$ cat config.mk
export PLATFORM = sky130hd
export DESIGN_NAME = jtcop_snd_romarb
export DESIGN_NICKNAME = d
export VERILOG_FILES = /design/src/rtl/jtcop_snd_romarb.sv
export SDC_FILE = /design/constraint.sdc
export NUM_CORES = 1
export LEC_CHECK = 0
export ABC_AREA = 0
export BUFFER_PORTS_ARGS = -buffer_cell sky130_fd_sc_hd__buf_4
export CORE_MARGIN = 8
export CORE_UTILIZATION = 25
export DETAILED_ROUTE_END_ITERATION = 8
export GPL_TIMING_DRIVEN = 0
export SETUP_SLACK_MARGIN = 0.3
export SLEW_MARGIN = 20
export SYNTH_ARGS = -nofsm -noshare
export SYNTH_HDL_FRONTEND = slang
export SYNTH_SLANG_ARGS = --single-unit
$ cat constraint.sdc
create_clock -name clk -period 3.3 [get_ports clk]
set_clock_uncertainty 0.05 [all_clocks]
set_input_delay 0.33 -clock clk [delete_from_list [all_inputs] [get_ports clk]]
set_output_delay 0.33 -clock clk [all_outputs]
set_load 0.02 [all_outputs]
$ cat src/rtl/jtcop_snd_romarb.sv
// Sound ROM arbiter: one-word cache per port (CPU, ADPCM) in front of a shared SDRAM slot.
// Latency: cache hit returns ok in the same cycle; a miss returns ok the cycle after mem_ok.
// Backpressure: mem_cs is held with a stable address until mem_ok; requesters wait with cs high.
module jtcop_snd_romarb #(
  parameter int                 CPU_AW     = 16,
  parameter int                 PCM_AW     = 18,
  parameter int                 SLOT_AW    = 21,
  parameter logic [SLOT_AW-1:0] CPU_OFFSET = 21'h0,
  parameter logic [SLOT_AW-1:0] PCM_OFFSET = 21'h10000
) (
  input  logic               clk,
  input  logic               rst_n,
  input  logic               cpu_cs,
  input  logic [CPU_AW-1:0]  cpu_addr,
  input  logic               cpu_flush,
  output logic [7:0]         cpu_data,
  output logic               cpu_ok,
  input  logic               pcm_cs,
  input  logic [PCM_AW-1:0]  pcm_addr,
  output logic [7:0]         pcm_data,
  output logic               pcm_ok,
  output logic               mem_cs,
  output logic [SLOT_AW-1:0] mem_addr,
  input  logic [15:0]        mem_data,
  input  logic               mem_ok
);

  typedef enum logic [1:0] {IDLE, CPU_WAIT, PCM_WAIT} state_t;

  localparam logic GNT_CPU = 1'b0;
  localparam logic GNT_PCM = 1'b1;

  state_t               state_q, state_d;
  logic                 mem_cs_q, mem_cs_d;
  logic [SLOT_AW-1:0]   mem_addr_q, mem_addr_d;
  logic                 last_grant_q, last_grant_d;
  logic                 cpu_valid_q, cpu_valid_d;
  logic [CPU_AW-2:0]    cpu_tag_q, cpu_tag_d;
  logic [CPU_AW-2:0]    cpu_ltag_q, cpu_ltag_d;
  logic [15:0]          cpu_word_q, cpu_word_d;
  logic                 cpu_fl_q, cpu_fl_d;
  logic                 pcm_valid_q, pcm_valid_d;
  logic [PCM_AW-2:0]    pcm_tag_q, pcm_tag_d;
  logic [PCM_AW-2:0]    pcm_ltag_q, pcm_ltag_d;
  logic [15:0]          pcm_word_q, pcm_word_d;
  logic                 cpu_miss, pcm_miss;

  // Cache lookup: ok and data come straight from the cache registers
  always_comb begin
    cpu_ok   = cpu_cs & cpu_valid_q & (cpu_tag_q == cpu_addr[CPU_AW-1:1]);
    pcm_ok   = pcm_cs & pcm_valid_q & (pcm_tag_q == pcm_addr[PCM_AW-1:1]);
    cpu_miss = cpu_cs & ~cpu_ok;
    pcm_miss = pcm_cs & ~pcm_ok;
    cpu_data = cpu_addr[0] ? cpu_word_q[15:8] : cpu_word_q[7:0];
    pcm_data = pcm_addr[0] ? pcm_word_q[15:8] : pcm_word_q[7:0];
    mem_cs   = mem_cs_q;
    mem_addr = mem_addr_q;
  end

  // Arbitration and fill sequencing; a flush seen during a CPU fill keeps that fill invalid
  always_comb begin
    state_d      = state_q;
    mem_cs_d     = mem_cs_q;
    mem_addr_d   = mem_addr_q;
    last_grant_d = last_grant_q;
    cpu_valid_d  = cpu_valid_q & ~cpu_flush;
    cpu_tag_d    = cpu_tag_q;
    cpu_ltag_d   = cpu_ltag_q;
    cpu_word_d   = cpu_word_q;
    cpu_fl_d     = cpu_fl_q | ((state_q == CPU_WAIT) & cpu_flush);
    pcm_valid_d  = pcm_valid_q;
    pcm_tag_d    = pcm_tag_q;
    pcm_ltag_d   = pcm_ltag_q;
    pcm_word_d   = pcm_word_q;
    case (state_q)
      IDLE: begin
        // CPU wins when alone or when PCM had the previous grant
        if (cpu_miss && (!pcm_miss || last_grant_q == GNT_PCM)) begin
          state_d      = CPU_WAIT;
          mem_cs_d     = 1'b1;
          mem_addr_d   = CPU_OFFSET + SLOT_AW'(cpu_addr[CPU_AW-1:1]);
          cpu_ltag_d   = cpu_addr[CPU_AW-1:1];
          last_grant_d = GNT_CPU;
          cpu_fl_d     = 1'b0;
        end else if (pcm_miss) begin
          state_d      = PCM_WAIT;
          mem_cs_d     = 1'b1;
          mem_addr_d   = PCM_OFFSET + SLOT_AW'(pcm_addr[PCM_AW-1:1]);
          pcm_ltag_d   = pcm_addr[PCM_AW-1:1];
          last_grant_d = GNT_PCM;
        end
      end
      CPU_WAIT: begin
        if (mem_ok) begin
          cpu_word_d  = mem_data;
          cpu_tag_d   = cpu_ltag_q;
          cpu_valid_d = ~(cpu_fl_q | cpu_flush);
          mem_cs_d    = 1'b0;
          state_d     = IDLE;
        end
      end
      PCM_WAIT: begin
        if (mem_ok) begin
          pcm_word_d  = mem_data;
          pcm_tag_d   = pcm_ltag_q;
          pcm_valid_d = 1'b1;
          mem_cs_d    = 1'b0;
          state_d     = IDLE;
        end
      end
      default: begin
        state_d  = IDLE;
        mem_cs_d = 1'b0;
      end
    endcase
  end

  // State registers; reset leaves last_grant at PCM so the CPU wins the first tie
  always_ff @(posedge clk or negedge rst_n) begin
    if (!rst_n) begin
      state_q      <= IDLE;
      mem_cs_q     <= 1'b0;
      mem_addr_q   <= '0;
      last_grant_q <= GNT_PCM;
      cpu_valid_q  <= 1'b0;
      cpu_tag_q    <= '0;
      cpu_ltag_q   <= '0;
      cpu_word_q   <= '0;
      cpu_fl_q     <= 1'b0;
      pcm_valid_q  <= 1'b0;
      pcm_tag_q    <= '0;
      pcm_ltag_q   <= '0;
      pcm_word_q   <= '0;
    end else begin
      state_q      <= state_d;
      mem_cs_q     <= mem_cs_d;
      mem_addr_q   <= mem_addr_d;
      last_grant_q <= last_grant_d;
      cpu_valid_q  <= cpu_valid_d;
      cpu_tag_q    <= cpu_tag_d;
      cpu_ltag_q   <= cpu_ltag_d;
      cpu_word_q   <= cpu_word_d;
      cpu_fl_q     <= cpu_fl_d;
      pcm_valid_q  <= pcm_valid_d;
      pcm_tag_q    <= pcm_tag_d;
      pcm_ltag_q   <= pcm_ltag_d;
      pcm_word_q   <= pcm_word_d;
    end
  end

endmodule
* Yosys cells after proc, flatten, opt, wreduce, memory -nomap -nowiden
Index checks and enable logic that the tools add are counted.
** Operators by class
- Equal/unequal tests :: 6
- Muxes and demuxes :: 17
- Reduce and logical (&&, ||, !) cells :: 12
- Bitwise logic cells :: 15
- $add $sub $neg :: 1
** Operators by type and width (count)
- $mux W21 :: 2
- $add A17 B17 Y18 const A :: 1
- $eq A17 B17 Y1 :: 1
- $mux W8 :: 2
- $eq A15 B15 Y1 :: 1
- $reduce_and A2 Y1 :: 5
- $and A1 B1 Y1 :: 8
- $mux W1 :: 8
- $mux W2 :: 3
- $not A1 Y1 :: 5
- $pmux W2 S2 :: 1
- $ne A3 B3 Y1 const B :: 1
- $reduce_and A3 Y1 :: 1
- $eq A2 B1 Y1 const B :: 1
- $eq A2 B2 Y1 const B :: 1
- $logic_not A2 Y1 :: 1
- $ne A2 B1 Y1 const B :: 1
- $or A1 B1 Y1 :: 2
- $pmux W1 S2 :: 1
- $reduce_bool A2 Y1 :: 1
- $reduce_or A2 Y1 :: 1
- $logic_and A1 B1 Y1 :: 1
- $logic_not A1 Y1 :: 1
- $logic_or A1 B1 Y1 :: 1
** Word-level totals
- Register bits :: 124
- Word-level logic and storage cells :: 64
- Bits of input ports :: 56

* Depth between registers and ports, before layout
Gate-level depths: netlist of run 1.
- Depth after elaboration :: 9
- Gate-level depth with buffers :: 8
- Mapped depth without buffers :: 6

* Worst setup path before layout of run 1
Ideal clock, no wire load.
- Path type :: reg2reg
- Start point :: register pcm_tag_q[5]
- End point :: register pcm_ltag_q[10]
- Library setup time :: 0.125 ns
- Arrival time :: 2.213 ns
- Cell stages (with the launch flop) :: 9
- Data required time :: 3.125 ns
- Setup slack :: 0.912 ns
- Cells stage by stage :: dfrtp_1 xor2_1 nor4_1 nand3_1 o41ai_4 or3_1 buf_6 buf_6 mux2_2
** On the way
- Word-level cells in the longest chain between the ends :: 9
** RTL lines
- start: declaration :: RTL line 43 : logic [PCM_AW-2:0] pcm_tag_q, pcm_tag_d;
- start signal: assignment :: RTL line 145 : pcm_tag_q <= pcm_tag_d;
- $eq A17 B17 Y1 (*) :: RTL line 51 : pcm_ok = pcm_cs & pcm_valid_q & (pcm_tag_q == pcm_addr[PCM_AW-1:1]);
- $and A1 B1 Y1 (*) :: RTL line 51
- $not A1 Y1 (*) :: RTL line 53 : pcm_miss = pcm_cs & ~pcm_ok;
- $and A1 B1 Y1 (*) :: RTL line 53
- $logic_not A1 Y1 :: RTL line 78 : if (cpu_miss && (!pcm_miss || last_grant_q == GNT_PCM)) begin
- $logic_or A1 B1 Y1 :: RTL line 78
- $logic_and A1 B1 Y1 :: RTL line 78
- $not A1 Y1 (no source line)
- $reduce_and A3 Y1 (no source line) (*)
- end signal: assignment :: RTL line 146 : pcm_ltag_q <= pcm_ltag_d;
- end: declaration :: RTL line 44 : logic [PCM_AW-2:0] pcm_ltag_q, pcm_ltag_d;
Mark *: on every way between the ends. The rest lies on a longest branch, timed or not.
A chain may end at the register's enable or synchronous reset.

* Worst setup path after layout of run 1
- Start point :: register pcm_tag_q[16]
- End point :: register pcm_ltag_q[8]
Same word-level chain as after synthesis.

==> reports/results.txt, run 1 <==
status = completed
top cells by count, synth = dfrtp_1, mux2_2, inv_1
layout cells sized above 1 = 46.7%
number of core rows = 53
grt met3 use = 2.83%
Post-Layout Inst Area = 6970 sq um
RSZ-0062 raised after global routing = false
Yosys top cell by area = dfrtp_1
Worst VDD drop = 0.392 mV
CTS clock-pin slew for the worst setup and hold paths = 0.05 ns
TritonCTS Sinks = 121
power share of the sequential group = 39.4%
htree depth = 4
Clock Latency Late Sink = 0.40 ns
Worst Hold Slack = 0.0508 ns
starting density of the core = 25.5%
RD Place Congestion = 0.758
Primary FF master, synth = dfrtp_1
YS warnings = 0
Synth Area per Inst = 13.5 sq um
num ports = 96
P_leak = 3.25 nW
Worst Setup End Kind = flip-flop
first-pass GRT wire length = 22100 um
Crit Path Class = flip-flop to flip-flop
critical-path maximum fanout = 10
Hold Vio Cnt, Final = 0
CTS Buf Count = 17
critical-path cell list = xor2_1, nor4_1, nand3_1, o41ai_4, or3_1, buf_6, buf_6, mux2_2
Power Density = 968 nW/um^2
crit path max-delay cell type = o41ai_4
Post-synth EDFFs = 0
Congestion Overflow GR = 0
initial antenna violation count = 1
Int Power = 4.53 mW
Die ar. = 26400 sq um
routed len/inst = 17.5 um
GRT Resource Usage Total = 11.0%
Chip Height = 162 um
clock buffer depth = 2
nets = 569
Startpoint Class = flip-flop
Slew Limit Fails = 0
fin crit share = 85.2%
M2 GR Usage = 17.8%
Post-DRT Antenna Nets = 0
Synth area leaders = dfrtp_1, mux2_2, xor2_1
vias in the first global route = 3953
sequential fraction of the synthesis area = 56.6%
area of the mapped netlist = 5360 sq um
Seq cells post-synth = 121
cell mode on critical path = buf_6
first-pass iteration count of the detailed router = 5
most frequent cell after synthesis = dfrtp_1
Area after DPL = 6410 sq um
Logic pwr share = 35.6%
switching part of the total = 32.9%
fmax = 0.356 GHz
Max Cap Violations = 0
largest net degree at the start of global routing = 69
CP max stage delay = 0.63 ns
drt first-iter violations = 190
dpl hpwl = 10700 um
CTS tree = yes
drt total wl = 14000 um
Post-Syn Instances = 397
die width = 162 um
Worst slew margin = 37.4%
IO buf count = 90
worst-margin pin slew = 0.931 ns
Req. time, crit path = 3.54 ns
postcts setup bufs = 0
setup_tns = 0 ns
post-DR vias/cell = 4.33
Final setup viols = 0
ys async rst share = 100%
Clk pwr share = 25.0%
Core Area = 21000 sq um
crit path time final = 2.81 ns
Vias = 3463
M1 GR Usage = 13.8%
Distinct cells, synth = 36
Worst Hold Class = input port to flip-flop
area share of the largest cell type after synthesis = 56.1%
Root Buffer = clkbuf_16
Syn-to-layout area delta = 30.1%
Power, Total = 6.75 mW
GRT busiest layer = met2
Net Sw Power = 2.22 mW
DRC Markers = 0
Crit path arrival time = 3.05 ns
[cells in the final DEF, fill, tap and decap left out, drive strengths merged, types with 2 or more instances in the layout]
| cell | netlist | final |
|---|---|---|
| clkinv | 0 | 6 |
| clkinvlp | 0 | 2 |
| o21ai | 2 | 2 |
| ha | 3 | 3 |
| and3 | 2 | 2 |
| a22o | 2 | 2 |
| o22ai | 2 | 2 |
| nor4 | 12 | 12 |
| clkbuf | 5 | 25 |
| buf | 13 | 104 |
| inv | 48 | 50 |
| xor2 | 28 | 28 |
| nand2 | 5 | 5 |
| dfrtp | 120 | 120 |
| mux2 | 112 | 112 |
| diode | 0 | 2 |
| xnor2 | 4 | 4 |
| a21oi | 5 | 5 |
| nor2 | 3 | 3 |
| nand4 | 2 | 2 |
| a222oi | 15 | 15 |
| conb | 1 | 3 |
[state kept, by name, indices dropped and copies added (netlist names)]
register,count
cpu_tag_q,15
pcm_tag_q,17
pcm_ltag_q,17
pcm_valid_q,1
cpu_word_q,16
cpu_fl_q,1
cpu_valid_q,1
cpu_ltag_q,15
state_q,2
mem_addr,18
mem_cs,1
pcm_word_q,16
last_grant_q,1
[power by group through the flow]
stage                     combinational, mW  sequential, mW  clock [mW]
after floorplan                        1.52            2.69           0
after global placement                 2.36            2.63           0
after detailed placement               2.44            2.68           0
after CTS                              2.45            2.66        1.73
after global routing                   2.60            2.75        1.81
final                                  2.40            2.66        1.68
[cell families (layout without fill, tap and decap cells)]
logic type	after synthesis	in the layout	synth area share (%)
other	1	5	0.0700
flip-flops	121	121	56.6
adder cells (fa/ha/maj)	3	3	0.701
multiplexers	112	112	23.6
buffers and inverters	66	189	5.40
XOR/XNOR	32	32	5.23
AO/OA/AOI/OAI	32	32	5.35
AND/OR/NAND/NOR	30	30	3.13
[what timing repair did]
item                                   4_1_cts  5_1_grt
setup endpoints to repair                    0        1
endpoints found under the hold margin       53        0
hold buffers                                 1        0
resized for setup                            0        0
[layout make-up]
type | instances | area, sq um
fill | 2081 | 14100
clock inverter | 11 | 100
clock buffer | 20 | 437
timing repair buffer | 92 | 717
buffer | 18 | 109
sequential | 121 | 3030
antenna | 2 | 5.00
inverter | 48 | 180
multi-input combinational | 212 | 2040
tap | 275 | 344
[worst paths after layout]
| check | startpoint | end | slack [ns] | depth (start not counted) |
|---|---|---|---|---|
| worst max-delay path | pcm_tag_q[16]$_DFFE_PN0P_ | pcm_ltag_q[8]$_DFFE_PN0P_ | 0.49 | 8 |
| worst min-delay path | cpu_flush | cpu_valid_q$_DFF_PN0_ | 0.05 | 2 |
| worst max register to register | pcm_tag_q[16]$_DFFE_PN0P_ | pcm_ltag_q[8]$_DFFE_PN0P_ | 0.49 | 8 |
| worst min register to register | pcm_valid_q$_DFFE_PN0P_ | pcm_valid_q$_DFFE_PN0P_ | 0.44 | 1 |
| max in group asynchronous | rst_n | last_grant_q$_DFFE_PN1P_ | 2.07 | 3 |
| min in group asynchronous | rst_n | cpu_ltag_q[12]$_DFFE_PN0P_ | 0.39 | 2 |
[layer usage]
| metal | up-vias | wire, um |
|---|---|---|
| li1 | 1613 | - |
| met1 | 1765 | 6340 |
| met2 | 73 | 6940 |
| met3 | 12 | 578 |
| met4 | 0 | 136 |
| met5 | - | 0 |
[worst max-delay path: cells and delay by family, from the launching register on]
kind,cells,cell delay (ns)
AO/OA/AOI/OAI,1,0.63
XOR/XNOR,1,0.14
buffers and inverters,2,0.35
flip-flops,1,0.39
multiplexers,1,0.34
AND/OR/NAND/NOR,3,0.79
[metrics by stage]
step | utilization, % | setup slack, ns | std cells
2_1_floorplan | - | 0.912 | 399
3_3_place_gp | 30.4 | 0.361 | 764
3_5_place_dp | 30.5 | 0.302 | 765
4_1_cts | 33.1 | 0.399 | 797
5_1_grt | 33.1 | 0.344 | 798
6_report | 33.1 | 0.488 | 799
No activity file was read; power rests on OpenSTA's default activity.
==> run 2, diff against run 1 <==
==> constraint.sdc (replaced) <==
create_clock -name clk -period 3 [get_ports clk]
set_clock_uncertainty 0.05 [all_clocks]
set_input_delay 0.3 -clock clk [delete_from_list [all_inputs] [get_ports clk]]
set_output_delay 0.3 -clock clk [all_outputs]
set_load 0.02 [all_outputs]
==> run 2 against run 1 <==
  * Wire length up 0.34%
  * Largest cell class unchanged
  * Sequential share of layout area decreased by 0.19 points
  * Largest power group unchanged
  * Design area is 0.45% higher
  * Via count grew 0.46%
==> reports/results.txt, run 2 (same netlist as run 1, synthesis figures left out) <==
Worst Hold Class = input port to flip-flop
Slew Limit Fails = 0 (unchanged)
Chip Height = 162 um (unchanged)
Reg area = 3030 sq um (unchanged)
Core Area = 21000 sq um (unchanged)
Power Density = 1060 nW/um^2 (+9.7%)
first-pass iteration count of the detailed router = 5 (unchanged)
Final setup viols = 0 (unchanged)
commonest non-fill, non-tap cell in the layout = dfrtp_1
Crit path arrival time = 2.82 ns (-0.23 ns)
RD Place Congestion = 0.758 (unchanged)
CTS Buf Count = 17 (unchanged)
IO buf count = 90 (unchanged)
Hold Vio Cnt, Final = 0 (unchanged)
fin cells = 801 (+0.25%)
Worst Setup End Kind = flip-flop
Congestion Overflow GR = 0 (unchanged)
reg2reg path depth = 9 (+1)
CTS tree = yes
dpl hpwl = 10700 um (unchanged)
Largest register FFs = 18 (unchanged)
clock buffer depth = 2 (unchanged)
Worst slew margin = 44.8% (+7.4 points)
worst-margin pin slew = 0.827 ns (-0.104 ns)
Startpoint Class = flip-flop
GRT Resource Usage Total = 11.0% (+0.054 points)
num ports = 96 (unchanged)
first-pass GRT wire length = 22200 um (+0.53%)
setup_tns = 0 ns (unchanged)
post-DR vias/cell = 4.34 (+0.21%)
met3 WL = 590 um (+2.1%)
drt first-iter violations = 187 (-1.6%)
Syn-to-layout area delta = 30.7%
fill count = 2081 (unchanged)
Die ar. = 26400 sq um (unchanged)
Met2 Wirelength = 7000 um (+0.73%)
largest net degree at the start of global routing = 69 (unchanged)
CTS clock-pin slew for the worst setup and hold paths = 0.05 ns (about the same)
Clock Latency Late Sink = 0.40 ns (about the same)
initial antenna violation count = 1 (unchanged)
hold depth = 2 (unchanged)
Worst VDD drop = 0.433 mV (+10%)
status = completed
hold path startpoint = cpu_flush
nets = 572 (+0.53%)
Root Buffer = clkbuf_16
CP startpoint = pcm_tag_q[14]$_DFFE_PN0P_
fin crit share = 86.0% (+0.75 points)
multi-input logic area = 2060 sq um (+0.55%)
starting density of the core = 25.5% (unchanged)
drt total wl = 14000 um (+0.34%)
DRC Markers = 0 (unchanged)
layout cells sized above 1 = 47.4% (+0.69 points)
die width = 162 um (unchanged)
TritonCTS Sinks = 121 (unchanged)
Req. time, crit path = 3.24 ns (-0.30 ns)
vias in the first global route = 3987 (+0.86%)
routed len/inst = 17.5 um (about the same)
Crit Path Class = flip-flop to flip-flop
Max Cap Violations = 0 (unchanged)
fmax = 0.388 GHz (+9.0%)
Post-DRT Antenna Nets = 0 (unchanged)
crit path time final = 2.58 ns (-0.233 ns)
wl on met1 = 6320 um (-0.25%)
most frequent cells in the layout = dfrtp_1, mux2_2, buf_4, inv_1, xor2_1
critical-path maximum fanout = 10 (unchanged)
RSZ-0062 raised after global routing = false
highest routed metal layer = met4
htree depth = 4 (unchanged)
placed cells = 765 (unchanged)
RR Startpoint = pcm_tag_q[14]$_DFFE_PN0P_
P_leak = 3.27 nW (+0.48%)
Vias = 3479 (+0.46%)
number of core rows = 53 (unchanged)
run 2: cell types whose count changed in the layout (fill, tap and decap cells not counted), sizes merged:
cell | previous run | this run
buf | 104 | 107
diode | 2 | 1
run 2: final cells by class:
type                            instances  area share, %
Sequential cell                       121           43.3
Multi-Input combinational cell        212           29.4
Timing Repair Buffer                   95           10.6
Clock buffer                           20           6.24
Tap cell                              275           4.92
Inverter                               48           2.58
Buffer                                 18           1.56
Clock inverter                         11           1.43
Antenna cell                            1         0.0358
run 2: power by group:
group	leakage (nW)	switching [mW]	total (mW)	internal (mW)
registers	1.43	0.464	2.93	2.46
clock network	0.260	0.719	1.85	1.13
logic	1.58	1.27	2.65	1.39
run 2: worst max-delay path: stages, from the launching register on:
cell and delay [ns]:
dfrtp_1 0.39, xor2_1 0.14, nor4_1 0.35, nand3_1 0.21, o41ai_4 0.30, buf_4 0.20, or3_1 0.13, buf_6 0.17
buf_6 0.18, mux2_2 0.34
run 2: repair_timing:
action | in CTS | in global routing
setup buffers | 3 | 0
hold buffers | 1 | 0
endpoints found under the hold margin | 53 | 0
endpoints found under the setup margin | 39 | 18
gates resized for setup | 0 | 2
pin swaps | 1 | 0
run 2: final timing paths:
kind / end / slack [ns]
worst min register to register: pcm_valid_q$_DFFE_PN0P_ / 0.43
max in group asynchronous: last_grant_q$_DFFE_PN1P_ / 1.79
worst max-delay path: pcm_ltag_q[8]$_DFFE_PN0P_ / 0.42
worst min-delay path: cpu_valid_q$_DFF_PN0_ / 0.02
worst max register to register: pcm_ltag_q[8]$_DFFE_PN0P_ / 0.42
min in group asynchronous: cpu_ltag_q[12]$_DFFE_PN0P_ / 0.36
run 2: metal layers:
metal | up-vias | GRT usage, %
li1 | 1618 | -
met3 | 13 | 3.01
met4 | 0 | 3.96
met1 | 1781 | 13.8
met5 | - | 0
met2 | 67 | 17.9
run 2: metrics by stage:
stage               utilization (%)  hold slack (ns)  setup slack (ns)  power, mW  area (sq um)
finish                         33.3           0.0214             0.421       7.43          7000
floorplan                         -          -0.0456             0.612       4.62          5360
global route                   33.3         0.000377             0.306       7.89          7000
detailed placement             30.5            0.244            0.0323       5.64          6410
CTS                            33.2          0.00435             0.322       7.53          6980
global placement               30.4            0.399            0.0911       5.48          6380
==> run 3, diff against run 2 <==
--- a/config.mk
+++ b/config.mk
@@ -10,7 +10,7 @@
 export CORE_MARGIN = 8
 export CORE_UTILIZATION = 25
 export DETAILED_ROUTE_END_ITERATION = 8
-export GPL_TIMING_DRIVEN = 0
+export GPL_TIMING_DRIVEN = 1
 export SETUP_SLACK_MARGIN = 0.3
 export SLEW_MARGIN = 20
 export SYNTH_ARGS = -nofsm -noshare
==> run 3 against run 2 <==
  * Via count shrank 2.1%
  * Design area is 0.98% higher
  * Sequential power is essentially flat
  * Largest cell class unchanged
  * Worst setup slack gained 0.030 ns
  * Non-clock buffer count down 9
  * Total power up 4.2%
  * Critical path type is now flip-flop to output port
  * Critical endpoint is now pcm_ok
==> reports/results.txt, run 3 (same netlist as run 1, synthesis figures left out) <==
Worst Hold Slack = 0.0516 ns (+0.0301 ns)
Crit Path Class = flip-flop to output port
Die ar. = 26400 sq um (unchanged)
number of core rows = 53 (unchanged)
status = completed
Worst Setup End Kind = output port
drt first-iter violations = 192 (+2.7%)
htree depth = 4 (unchanged)
dpl hpwl = 10100 um (-5.3%)
Root Buffer = clkbuf_16
postcts setup bufs = 0 (-3)
Vias = 3407 (-2.1%)
CTS Buf Count = 17 (unchanged)
Antenna diodes = 0 (-1)
Chip Height = 162 um (unchanged)
CTS clock-pin slew for the worst setup and hold paths = 0.06 ns (about the same)
Congestion Overflow GR = 0 (unchanged)
largest net degree at the start of global routing = 49 (-29%)
setup_tns = 0 ns (unchanged)
Worst slew margin = 60.6% (+16 points)
critical-path maximum fanout = 2 (-8)
num ports = 96 (unchanged)
Max Cap Violations = 0 (unchanged)
Power, Total = 7.75 mW (+4.2%)
DRC Markers = 0 (unchanged)
RSZ-0062 raised after global routing = false
commonest non-fill, non-tap cell in the layout = dfrtp_1
nets = 563 (-1.6%)
initial antenna violation count = 0 (-1)
Hold Vio Cnt, Final = 0 (unchanged)
Syn-to-layout area delta = 31.9%
TritonCTS Sinks = 121 (unchanged)
fin util = 33.6% (+0.33 points)
Worst Hold Class = input port to flip-flop
Req. time, crit path = 2.65 ns (-0.59 ns)
CTS tree = yes
most frequent cells in the layout = dfrtp_1, mux2_2, buf_4, inv_1, xor2_1
drt total wl = 13600 um (-3.5%)
die width = 162 um (unchanged)
worst-margin pin slew = 0.589 ns (-0.239 ns)
fill count = 2060 (-1.0%)
layout cells sized above 1 = 48.2% (+0.73 points)
Startpoint Class = flip-flop
Worst VDD drop = 0.400 mV (-7.5%)
Final setup viols = 0 (unchanged)
first-pass iteration count of the detailed router = 4 (-1)
Largest register FFs = 18 (unchanged)
Crit path arrival time = 2.20 ns (-0.62 ns)
routed len/inst = 17.1 um (-2.4%)
starting density of the core = 25.5% (unchanged)
RD Place Congestion = 0.729 (-3.9%)
Slew Limit Fails = 0 (unchanged)
first-pass GRT wire length = 21800 um (-2.0%)
Clock Latency Late Sink = 0.41 ns (about the same)
crit path time final = 2.55 ns (-0.0299 ns)
fmax = 0.392 GHz (+1.2%)
fin crit share = 85.0% (-1.0 points)
GRT Resource Usage Total = 10.7% (-0.36 points)
post-DR vias/cell = 4.30 (-0.96%)
clock buffer depth = 2 (unchanged)
Post-DRT Antenna Nets = 0 (unchanged)
P_leak = 3.30 nW (+0.94%)
vias in the first global route = 3852 (-3.4%)
IO buf count = 92 (+2.2%)
Power Density = 1100 nW/um^2 (+3.2%)
Core Area = 21000 sq um (unchanged)
run 3: layout make-up:
type                       instances  area (sq um)  share of cell area [%]
clock inverter                    12           188                    2.66
inverter                          48           180                    2.55
clock buffer                      20           457                    6.46
tap                              275           344                    4.87
timing repair buffer             104           811                    11.5
sequential                       121          3030                    42.9
multi-input combinational        212          2060                    29.1
run 3: timing repair:
item | in CTS | in global routing
setup endpoints to repair | 0 | 21
hold buffers | 2 | 0
gates resized for setup | 0 | 2
hold endpoints to repair | 34 | 0
run 3: metrics by stage:
stage	cell area, sq um	setup WS, ns	std cells
3_3_place_gp	6390	0.354	758
4_1_cts	7050	0.436	792
3_5_place_dp	6390	0.389	758
5_1_grt	7070	0.300	792
6_report	7070	0.451	792
2_1_floorplan	5360	0.612	399
run 3: where the power goes:
part	internal, mW	switching, mW	total (mW)
clock network	1.45	0.773	2.22
registers	2.46	0.451	2.91
logic	1.39	1.22	2.61
total	5.30	2.45	7.75
run 3: worst paths after layout:
check | start | endpoint | slack [ns] | depth (start not counted)
worst max-delay path | pcm_tag_q[14]$_DFFE_PN0P_ | pcm_ok | 0.45 | 5
worst min-delay path | pcm_addr[17] | mem_addr[16]$_DFFE_PN0P_ | 0.05 | 2
worst max register to register | pcm_tag_q[14]$_DFFE_PN0P_ | mem_addr[0]$_DFFE_PN0P_ | 0.51 | 8
worst min register to register | pcm_valid_q$_DFFE_PN0P_ | pcm_valid_q$_DFFE_PN0P_ | 0.43 | 1
max in group asynchronous | rst_n | pcm_ltag_q[5]$_DFFE_PN0P_ | 1.65 | 3
min in group asynchronous | rst_n | cpu_tag_q[10]$_DFFE_PN0P_ | 0.36 | 2
run 3: per-layer routing:
layer  vias up  GRT usage [%]  share of wire [%]
met5         -              0                  0
met4         0           3.32                1.2
met3        11           2.96                4.3
met2        61           17.5                 50
met1      1737           13.3                 45
li1       1598              -                  -
run 3: critical path, stage by stage, from the launching register on:
cell and delay [ns]:
dfrtp_1 0.38, xor2_1 0.15, nor4_1 0.38, nand3_1 0.21, nor4_1 0.45, buf_4 0.22
